**src/rtl/bus_trace_pkg.sv**
```systemverilog
// ============================================================================
// bus_trace_pkg : cycle/state types and status decode for the bus trace monitor
// Rev 1.0
// ============================================================================
`default_nettype none

package bus_trace_pkg;

    typedef enum logic [2:0] {
        FETCH = 3'd0,
        MEMRD = 3'd1,
        MEMWR = 3'd2,
        IORD  = 3'd3,
        IOWR  = 3'd4,
        INTA  = 3'd5,
        HALT  = 3'd6,
        NONE  = 3'd7
    } cyc_t;

    typedef enum logic [1:0] {
        IDLE = 2'd0,
        ADDR = 2'd1,
        STRB = 2'd2
    } state_t;

    // NONE flags an illegal status code, including I/O with S1S0=00.
    function automatic cyc_t decode_status(input logic iomn, input logic s1, input logic s0);
        case ({iomn, s1, s0})
            3'b011:  return FETCH;
            3'b010:  return MEMRD;
            3'b001:  return MEMWR;
            3'b110:  return IORD;
            3'b101:  return IOWR;
            3'b111:  return INTA;
            3'b000:  return HALT;
            default: return NONE;
        endcase
    endfunction

    function automatic logic is_read(input cyc_t t);
        return (t == FETCH) || (t == MEMRD) || (t == IORD) || (t == INTA);
    endfunction

endpackage

`default_nettype wire

```
**src/rtl/bus_trace_monitor_if.sv**
```systemverilog
// ============================================================================
// bus_trace_monitor_if : 8085-style bus signals plus trace valid/ready stream
// Rev 1.0
// ============================================================================
`default_nettype none

interface bus_trace_monitor_if #(
    parameter int AW  = 16,
    parameter int DW  = 8,
    parameter int TSW = 16
) ();
    logic           S0;
    logic           S1;
    logic           IOMn;
    logic           RDn;
    logic           WRn;
    logic           ALE;
    logic [AW-1:0]  addr;
    logic [DW-1:0]  data;

    logic           tr_valid;
    logic           tr_ready;
    logic [2:0]     tr_type;
    logic [AW-1:0]  tr_addr;
    logic [DW-1:0]  tr_data;
    logic [TSW-1:0] tr_ts;

    modport master (
        output S0, S1, IOMn, RDn, WRn, ALE, addr, data, tr_ready,
        input  tr_valid, tr_type, tr_addr, tr_data, tr_ts
    );

    modport slave (
        input  S0, S1, IOMn, RDn, WRn, ALE, addr, data, tr_ready,
        output tr_valid, tr_type, tr_addr, tr_data, tr_ts
    );
endinterface

`default_nettype wire

```
**src/rtl/bus_trace_monitor_fifo.sv**
```systemverilog
// ============================================================================
// trace_fifo : single-clock record FIFO with drop-new or overwrite-oldest on full
// Rev 1.0
// ============================================================================
`default_nettype none

module trace_fifo #(
    parameter int W     = 8,
    parameter int DEPTH = 16
) (
    input  wire logic                     clk,
    input  wire logic                     rstn,
    input  wire logic                     clr_i,
    input  wire logic                     push_i,
    input  wire logic [W-1:0]             wdata_i,
    input  wire logic                     pop_i,
    input  wire logic                     ovw_i,
    output logic      [W-1:0]             rdata_o,
    output logic                          empty_o,
    output logic      [$clog2(DEPTH):0]   level_o,
    output logic                          drop_o
);
    localparam int              PW     = $clog2(DEPTH);
    localparam logic [PW:0]     C_FULL = (PW+1)'(DEPTH);

    logic [W-1:0]  mem_q [DEPTH];
    logic [PW-1:0] wr_q;
    logic [PW-1:0] rd_q;
    logic [PW:0]   cnt_q;
    logic          w_full;
    logic          w_pop;
    logic          w_wr;
    logic          w_adv_rd;

    assign empty_o = (cnt_q == '0);
    assign w_full  = (cnt_q == C_FULL);
    assign level_o = cnt_q;
    assign rdata_o = empty_o ? '0 : mem_q[rd_q];

    // Overwrite on full writes into the oldest slot and advances the read pointer past it.
    always_comb begin
        w_pop    = !clr_i && pop_i && !empty_o;
        w_wr     = !clr_i && push_i && (!w_full || w_pop || ovw_i);
        w_adv_rd = w_pop || (!clr_i && push_i && w_full && !w_pop && ovw_i);
        drop_o   = !clr_i && push_i && w_full && !w_pop;
    end

    always_ff @(posedge clk or negedge rstn) begin
        if (!rstn) begin
            wr_q  <= '0;
            rd_q  <= '0;
            cnt_q <= '0;
        end else if (clr_i) begin
            wr_q  <= '0;
            rd_q  <= '0;
            cnt_q <= '0;
        end else begin
            if (w_wr)     wr_q <= wr_q + 1'b1;
            if (w_adv_rd) rd_q <= rd_q + 1'b1;
            cnt_q <= cnt_q + (PW+1)'(w_wr) - (PW+1)'(w_adv_rd);
        end
    end

    always_ff @(posedge clk) begin
        if (w_wr) mem_q[wr_q] <= wdata_i;
    end

endmodule

`default_nettype wire

```
**src/rtl/bus_trace_monitor.sv**
```systemverilog
// ============================================================================
// bus_trace_monitor : passive 8085 bus cycle decoder, tracer and cycle counter
// Rev 1.0
// ============================================================================
`default_nettype none

module bus_trace_monitor
    import bus_trace_pkg::*;
#(
    parameter int AW    = 16,
    parameter int DW    = 8,
    parameter int DEPTH = 16,
    parameter int TSW   = 16,
    parameter int CNTW  = 16
) (
    input  wire logic                    clk,
    input  wire logic                    rstn,
    input  wire logic                    en,
    input  wire logic                    mode_ovw,
    input  wire logic                    clr,
    bus_trace_monitor_if.slave           bus,
    output logic      [$clog2(DEPTH):0]  level,
    output logic                         ovf,
    output logic                         err,
    input  wire logic [2:0]              cnt_sel,
    output logic      [CNTW-1:0]         cnt_val
);
    localparam int RW = 3 + AW + DW + TSW;

    state_t          state_q, state_d;
    cyc_t            type_q, type_d;
    logic [AW-1:0]   addr_q, addr_d;
    logic [DW-1:0]   data_q, data_d;
    logic [TSW-1:0]  ts_q;
    logic            err_q, ovf_q;
    logic [CNTW-1:0] cnt_q [8];

    cyc_t            w_dec;
    logic            w_strb_low;
    logic            w_push;
    cyc_t            w_push_type;
    logic [AW-1:0]   w_push_addr;
    logic [DW-1:0]   w_push_data;
    logic            w_set_err;
    logic            w_drop;
    logic            w_empty;
    logic [RW-1:0]   w_rdata;

    assign w_dec      = decode_status(bus.IOMn, bus.S1, bus.S0);
    assign w_strb_low = is_read(type_q) ? !bus.RDn : !bus.WRn;

    always_comb begin
        state_d     = state_q;
        type_d      = type_q;
        addr_d      = addr_q;
        data_d      = data_q;
        w_push      = 1'b0;
        w_push_type = type_q;
        w_push_addr = addr_q;
        w_push_data = data_q;
        w_set_err   = 1'b0;
        if (!en) begin
            state_d = IDLE;
        end else begin
            if (!bus.RDn && !bus.WRn) w_set_err = 1'b1;
            if (bus.ALE) begin
                // ALE outside IDLE aborts the cycle in flight; the new cycle is latched anyway.
                if (state_q != IDLE) w_set_err = 1'b1;
                if (w_dec == NONE) begin
                    w_set_err = 1'b1;
                    state_d   = IDLE;
                end else if (w_dec == HALT) begin
                    w_push      = 1'b1;
                    w_push_type = HALT;
                    w_push_addr = bus.addr;
                    w_push_data = '0;
                    state_d     = IDLE;
                end else begin
                    type_d  = w_dec;
                    addr_d  = bus.addr;
                    state_d = ADDR;
                end
            end else begin
                case (state_q)
                    ADDR: begin
                        if (w_strb_low) begin
                            data_d  = bus.data;
                            state_d = STRB;
                        end
                    end
                    STRB: begin
                        if (w_strb_low) begin
                            data_d = bus.data;
                        end else begin
                            w_push  = 1'b1;
                            state_d = IDLE;
                        end
                    end
                    default: ;
                endcase
            end
        end
    end

    always_ff @(posedge clk or negedge rstn) begin
        if (!rstn) begin
            state_q <= IDLE;
            type_q  <= FETCH;
            addr_q  <= '0;
            data_q  <= '0;
            ts_q    <= '0;
            err_q   <= 1'b0;
            ovf_q   <= 1'b0;
            for (int i = 0; i < 8; i++) cnt_q[i] <= '0;
        end else begin
            state_q <= state_d;
            type_q  <= type_d;
            addr_q  <= addr_d;
            data_q  <= data_d;
            ts_q    <= ts_q + 1'b1;
            if (clr) begin
                err_q <= 1'b0;
                ovf_q <= 1'b0;
                for (int i = 0; i < 8; i++) cnt_q[i] <= '0;
            end else begin
                if (w_set_err) err_q <= 1'b1;
                if (w_drop)    ovf_q <= 1'b1;
                for (int i = 0; i < 8; i++) begin
                    if (w_push && (w_push_type == cyc_t'(i)) && (cnt_q[i] != '1))
                        cnt_q[i] <= cnt_q[i] + 1'b1;
                end
            end
        end
    end

    trace_fifo #(
        .W     (RW),
        .DEPTH (DEPTH)
    ) u_fifo (
        .clk     (clk),
        .rstn    (rstn),
        .clr_i   (clr),
        .push_i  (w_push),
        .wdata_i ({w_push_type, w_push_addr, w_push_data, ts_q}),
        .pop_i   (bus.tr_ready),
        .ovw_i   (mode_ovw),
        .rdata_o (w_rdata),
        .empty_o (w_empty),
        .level_o (level),
        .drop_o  (w_drop)
    );

    assign bus.tr_valid = !w_empty;
    assign bus.tr_type  = w_rdata[RW-1 -: 3];
    assign bus.tr_addr  = w_rdata[TSW+DW +: AW];
    assign bus.tr_data  = w_rdata[TSW +: DW];
    assign bus.tr_ts    = w_rdata[TSW-1:0];
    assign ovf          = ovf_q;
    assign err          = err_q;
    assign cnt_val      = cnt_q[cnt_sel];

endmodule

`default_nettype wire

```
**src/flat_wrapper.sv**
```systemverilog
// flat-port wrapper written by rule: the top's interface ports become plain ports
module bus_trace_monitor_flat import bus_trace_pkg::*;
#(
    parameter int AW    = 16,
    parameter int DW    = 8,
    parameter int DEPTH = 16,
    parameter int TSW   = 16,
    parameter int CNTW  = 16
)
  (clk, rstn, en, mode_ovw, clr, level, ovf, err, cnt_sel, cnt_val, bus_S0, bus_S1, bus_IOMn, bus_RDn, bus_WRn, bus_ALE, bus_addr, bus_data, bus_tr_ready, bus_tr_valid, bus_tr_type, bus_tr_addr, bus_tr_data, bus_tr_ts);
  bus_trace_monitor_if #(.AW(AW), .DW(DW), .TSW(TSW)) bus_i ();
  input  wire logic clk;
  input  wire logic rstn;
  input  wire logic en;
  input  wire logic mode_ovw;
  input  wire logic clr;
  output logic      [$clog2(DEPTH):0] level;
  output logic ovf;
  output logic err;
  input  wire logic [2:0] cnt_sel;
  output logic      [CNTW-1:0] cnt_val;
  input wire logic [$bits(bus_i.S0)-1:0] bus_S0;
  input wire logic [$bits(bus_i.S1)-1:0] bus_S1;
  input wire logic [$bits(bus_i.IOMn)-1:0] bus_IOMn;
  input wire logic [$bits(bus_i.RDn)-1:0] bus_RDn;
  input wire logic [$bits(bus_i.WRn)-1:0] bus_WRn;
  input wire logic [$bits(bus_i.ALE)-1:0] bus_ALE;
  input wire logic [$bits(bus_i.addr)-1:0] bus_addr;
  input wire logic [$bits(bus_i.data)-1:0] bus_data;
  input wire logic [$bits(bus_i.tr_ready)-1:0] bus_tr_ready;
  output wire logic [$bits(bus_i.tr_valid)-1:0] bus_tr_valid;
  output wire logic [$bits(bus_i.tr_type)-1:0] bus_tr_type;
  output wire logic [$bits(bus_i.tr_addr)-1:0] bus_tr_addr;
  output wire logic [$bits(bus_i.tr_data)-1:0] bus_tr_data;
  output wire logic [$bits(bus_i.tr_ts)-1:0] bus_tr_ts;
  assign bus_i.S0 = bus_S0;
  assign bus_i.S1 = bus_S1;
  assign bus_i.IOMn = bus_IOMn;
  assign bus_i.RDn = bus_RDn;
  assign bus_i.WRn = bus_WRn;
  assign bus_i.ALE = bus_ALE;
  assign bus_i.addr = bus_addr;
  assign bus_i.data = bus_data;
  assign bus_i.tr_ready = bus_tr_ready;
  assign bus_tr_valid = bus_i.tr_valid;
  assign bus_tr_type = bus_i.tr_type;
  assign bus_tr_addr = bus_i.tr_addr;
  assign bus_tr_data = bus_i.tr_data;
  assign bus_tr_ts = bus_i.tr_ts;
  bus_trace_monitor #(.AW(AW), .DW(DW), .DEPTH(DEPTH), .TSW(TSW), .CNTW(CNTW)) u_core (.clk(clk), .rstn(rstn), .en(en), .mode_ovw(mode_ovw), .clr(clr), .bus(bus_i), .level(level), .ovf(ovf), .err(err), .cnt_sel(cnt_sel), .cnt_val(cnt_val));
endmodule
```
**config.mk**
```make
export PLATFORM = sky130hd
export DESIGN_NAME = bus_trace_monitor_flat
export DESIGN_NICKNAME = d
export VERILOG_FILES = /design/src/rtl/bus_trace_pkg.sv /design/src/rtl/bus_trace_monitor_if.sv /design/src/rtl/bus_trace_monitor_fifo.sv /design/src/rtl/bus_trace_monitor.sv /design/src/flat_wrapper.sv
export SDC_FILE = /design/constraint.sdc
export NUM_CORES = 1
export LEC_CHECK = 0
export BUFFER_PORTS_ARGS = -buffer_cell sky130_fd_sc_hd__buf_4
export CORE_UTILIZATION = 32
export CTS_CLUSTER_SIZE = 30
export DETAILED_ROUTE_END_ITERATION = 16
export PLACE_DENSITY_LB_ADDON = 0.12
export SLEW_MARGIN = 15
export SYNTH_ARGS = -nofsm -noshare
export SYNTH_HDL_FRONTEND = slang
export SYNTH_SLANG_ARGS = --single-unit
```
**constraint.sdc**
```tcl
create_clock -name clk -period 4.95 [get_ports clk]
set_clock_uncertainty 0.05 [all_clocks]
set_input_delay 0.99 -clock clk [delete_from_list [all_inputs] [get_ports clk]]
set_output_delay 0.99 -clock clk [all_outputs]
set_load 0.02 [all_outputs]
```
==> results.yml <==
global_route:
  grt_overflow_total: 0
  grt_pass1_vias: 23000
  antenna_found_initial: 4
  grt_max_degree: 100
  grtUsageTotal_pct: 17.4
  grt_pass1_wl_mm: 155
clock_network:
  numCtsBuffers: 100
  htreeDepth: 3
  clk_latency_ns: 0.67
  postCtsSetupBuffers: 0
  cts_hold_buf: 0
  cts_tree: "yes"
  clock-root-buffer: "clkbuf_16"
  clk_pin_slew_ns: 0.06
  ctsLongestPathBuffers: 3
  numClockSinks: 876
  cts_resized: 0
logic_synthesis:
  synth_top_flop_cell: "edfxtp_1"
  async_reset_ff_share_pct: 21.5
  ys_seq_area_share_pct: 67.2
  syn_area_per_cell_sq_um: 15.4
  synth_area_sq_um: 37800
  synth-edff-count: 688
  synth_cells: 2451
  yosysUniqueCellTypes: 65
  ys_seq_elements: 876
  synth_warnings: 0
  synth.net_count: 2514
routing:
  dr.first_iter.drc_count: 1659
  avgViaCountPerCell: 5.37
  drc: 0
  routed-via-count: 22400
  drt.antenna.violating_nets: 0
  wl_mm: 104
  drt_first_pass_iters: 5
  routed_wire_length_per_instance_um: 25.0
setup_path:
  path_buf_inv: 3
  cp_common_cell: "buf_4"
  r2r-end: "u_core.u_fifo.level_o[4]"
  worstReg2RegStart: "u_core.u_fifo.level_o[3]"
  crit_type: "register to primary output"
  worstPathMaxFanout: 47
  max_stage_delay_ns: 0.78
  crit_required_ns: 3.91
  reg2reg_slack_ns: 1.42
  path_cells: "buf_12 > buf_4 > mux2i_1 > o221ai_1 > o22ai_1 > a211oi_1 > buf_4"
  cp-start-kind: "register"
  crit_path_start: "u_core.u_fifo.rd_q[0]"
  cp.arrival_ns: 3.44
  crit_slowest_cell: "dfrtp_4"
  rr_worst_depth: 18
  endpoint_kind: "primary output"
  critical_path.top_delay_family: "buffers and inverters"
timing:
  drv_slew: 0
  fmax_mhz: 223
  rsz0062_at_grt: "false"
  period_needed_ns: 4.48
  setup_viol: 0
  finalCritPeriodShare_pct: 90.5
  slew_headroom_pct: 25.0
  tightest_slew_ns: 1.12
  fin_setup_tns_ns: 0
  hold_violations: 0
placed_design:
  dpl.hpwl_mm: 61.1
  port-buffer-count: 105
  place_congestion: 0.781
pwr:
  p_total_uw: 18900
  ir_drop_v: 0.000280
  p_per_area_nw_per_um2: 430
  leakagePower_uw: 0.0143
layout:
  final_net_count: 2630
  drive_gt1_share_pct: 20.4
  layout.cells.most_common: "edfxtp_1"
  antenna_cells: 0
  seqCellArea_sq_um: 25400
  multi_input_comb_area_sq_um: 11700
  synthToLayoutAreaGrowth_pct: 16.2
  fillCellCount: 10800
  final_cell_mix: "688 x edfxtp_1, 184 x dfrtp_1, 177 x mux2i_1, 153 x nand2_1, 142 x buf_4"
floorplanning:
  fp-row-count: 125
  die_h_um: 345
  die_area_sq_um: 119000
  core-area_sq_um: 117000
  die_w_um: 345
  io_pins: 106
  start_util_pct: 32.4
hold_path:
  worstHoldPathType: "input pin to async pin"
outcome:
  status: "finished clean"
flow_run:
  drv_cap: 0
==> Yosys cell counts (all sizes together) (2+ instances only) <==
cell type,n,area share [%]
nor3,16,0.21
nor4,22,0.36
mux4,118,7.0
nor2,66,0.66
a211oi,47,0.93
a21oi,102,1.4
or3b,6,0.14
o22ai,44,0.73
and4,12,0.28
ha,23,0.76
edfxtp,688,55
nor3b,2,0.040
o21ai,25,0.33
mux2,72,2.1
o311ai,3,0.070
a31o,2,0.046
and2,16,0.27
nor4b,4,0.093
o21a,4,0.080
mux2i,177,4.7
o41ai,7,0.16
and2b,3,0.060
inv,40,0.40
or4,77,1.6
clkbuf,95,0.94
o31ai,70,1.4
and3b,2,0.046
nand2b,3,0.050
xor2,7,0.16
and3,29,0.48
o221ai,86,2.0
o31a,2,0.046
nand4,30,0.50
dfrtp,188,12
or2,8,0.13
nand2,155,1.5
nor2b,40,0.66
buf,57,0.76
or3,17,0.28
nand3,60,0.80
xnor2,11,0.26
==> sequential cells by signal, indices dropped and copies added (netlist names) <==
name,count
u_core.u_fifo.mem_q,688
u_core.cnt_q,128
u_core.addr_q,16
u_core.ts_q,16
u_core.data_q,8
u_core.u_fifo.level_o,5
u_core.u_fifo.rd_q,4
u_core.u_fifo.wr_q,4
u_core.type_q,3
u_core.state_q,2
u_core.err,1
u_core.ovf,1
==> logic make-up (layout without fill, tap and decap cells) <==
group	count (synthesis)	after routing	synth area share, %
AO/OA/AOI/OAI	403	403	7.39
multiplexers	367	367	13.9
adder cells (fa/ha/maj)	24	24	0.815
AND/OR/NAND/NOR	570	570	8.21
XOR/XNOR	18	18	0.418
flip-flops	876	876	67.2
buffers and inverters	193	385	2.11
==> layout make-up <==
class	count	area share, %
Tap cell	1524	4.35
Clock buffer	126	6.11
Timing Repair Buffer	166	3.51
Sequential cell	876	57.8
Multi-Input combinational cell	1382	26.6
Clock inverter	52	1.25
Inverter	41	0.351
==> worst max path at each step <==
stage / endpoint / slack, ns / cells past startpoint
2_1_floorplan: u_core.u_fifo.mem_q[15][0] / 0.51 / 5
3_3_place_gp: u_core.u_fifo.level_o[4] / 1.07 / 16
3_5_place_dp: bus_tr_ts[15] / 1.08 / 7
4_1_cts: bus_tr_ts[15] / 0.34 / 7
5_1_grt: bus_tr_ts[15] / 0.18 / 7
6_report: bus_tr_ts[15] / 0.47 / 7
==> where the power goes <==
part           switching, uW  leakage [uW]  internal (uW)
Combinational           1920       0.00417           1260
Sequential               125       0.00851           8260
Clock                   3000       0.00158           4300
Total                   5050        0.0143          13800
==> through the flow <==
stage | worst slack (ns) | cells | util (%) | instance area, sq um | hold WS, ns
global route | 0.183 | 4167 | 37.7 | 43900 | 0.424
CTS | 0.338 | 4167 | 37.7 | 43900 | 0.398
detailed placement | 1.08 | 3989 | 34.9 | 40600 | 0.444
floorplan | 0.515 | 2451 | - | 37800 | 0.422
global placement | 1.07 | 3989 | 34.9 | 40600 | 0.436
finish | 0.472 | 4167 | 37.7 | 43900 | 0.389
==> metal layers <==
metal,wire (um),global-route usage (%),vias up
li1,-,-,10100
met1,46500,23.3,11700
met2,51900,29.6,479
met3,3680,2.47,141
met4,2100,4.29,4
met5,28,0,-
No activity file was read; power rests on OpenSTA's default activity.
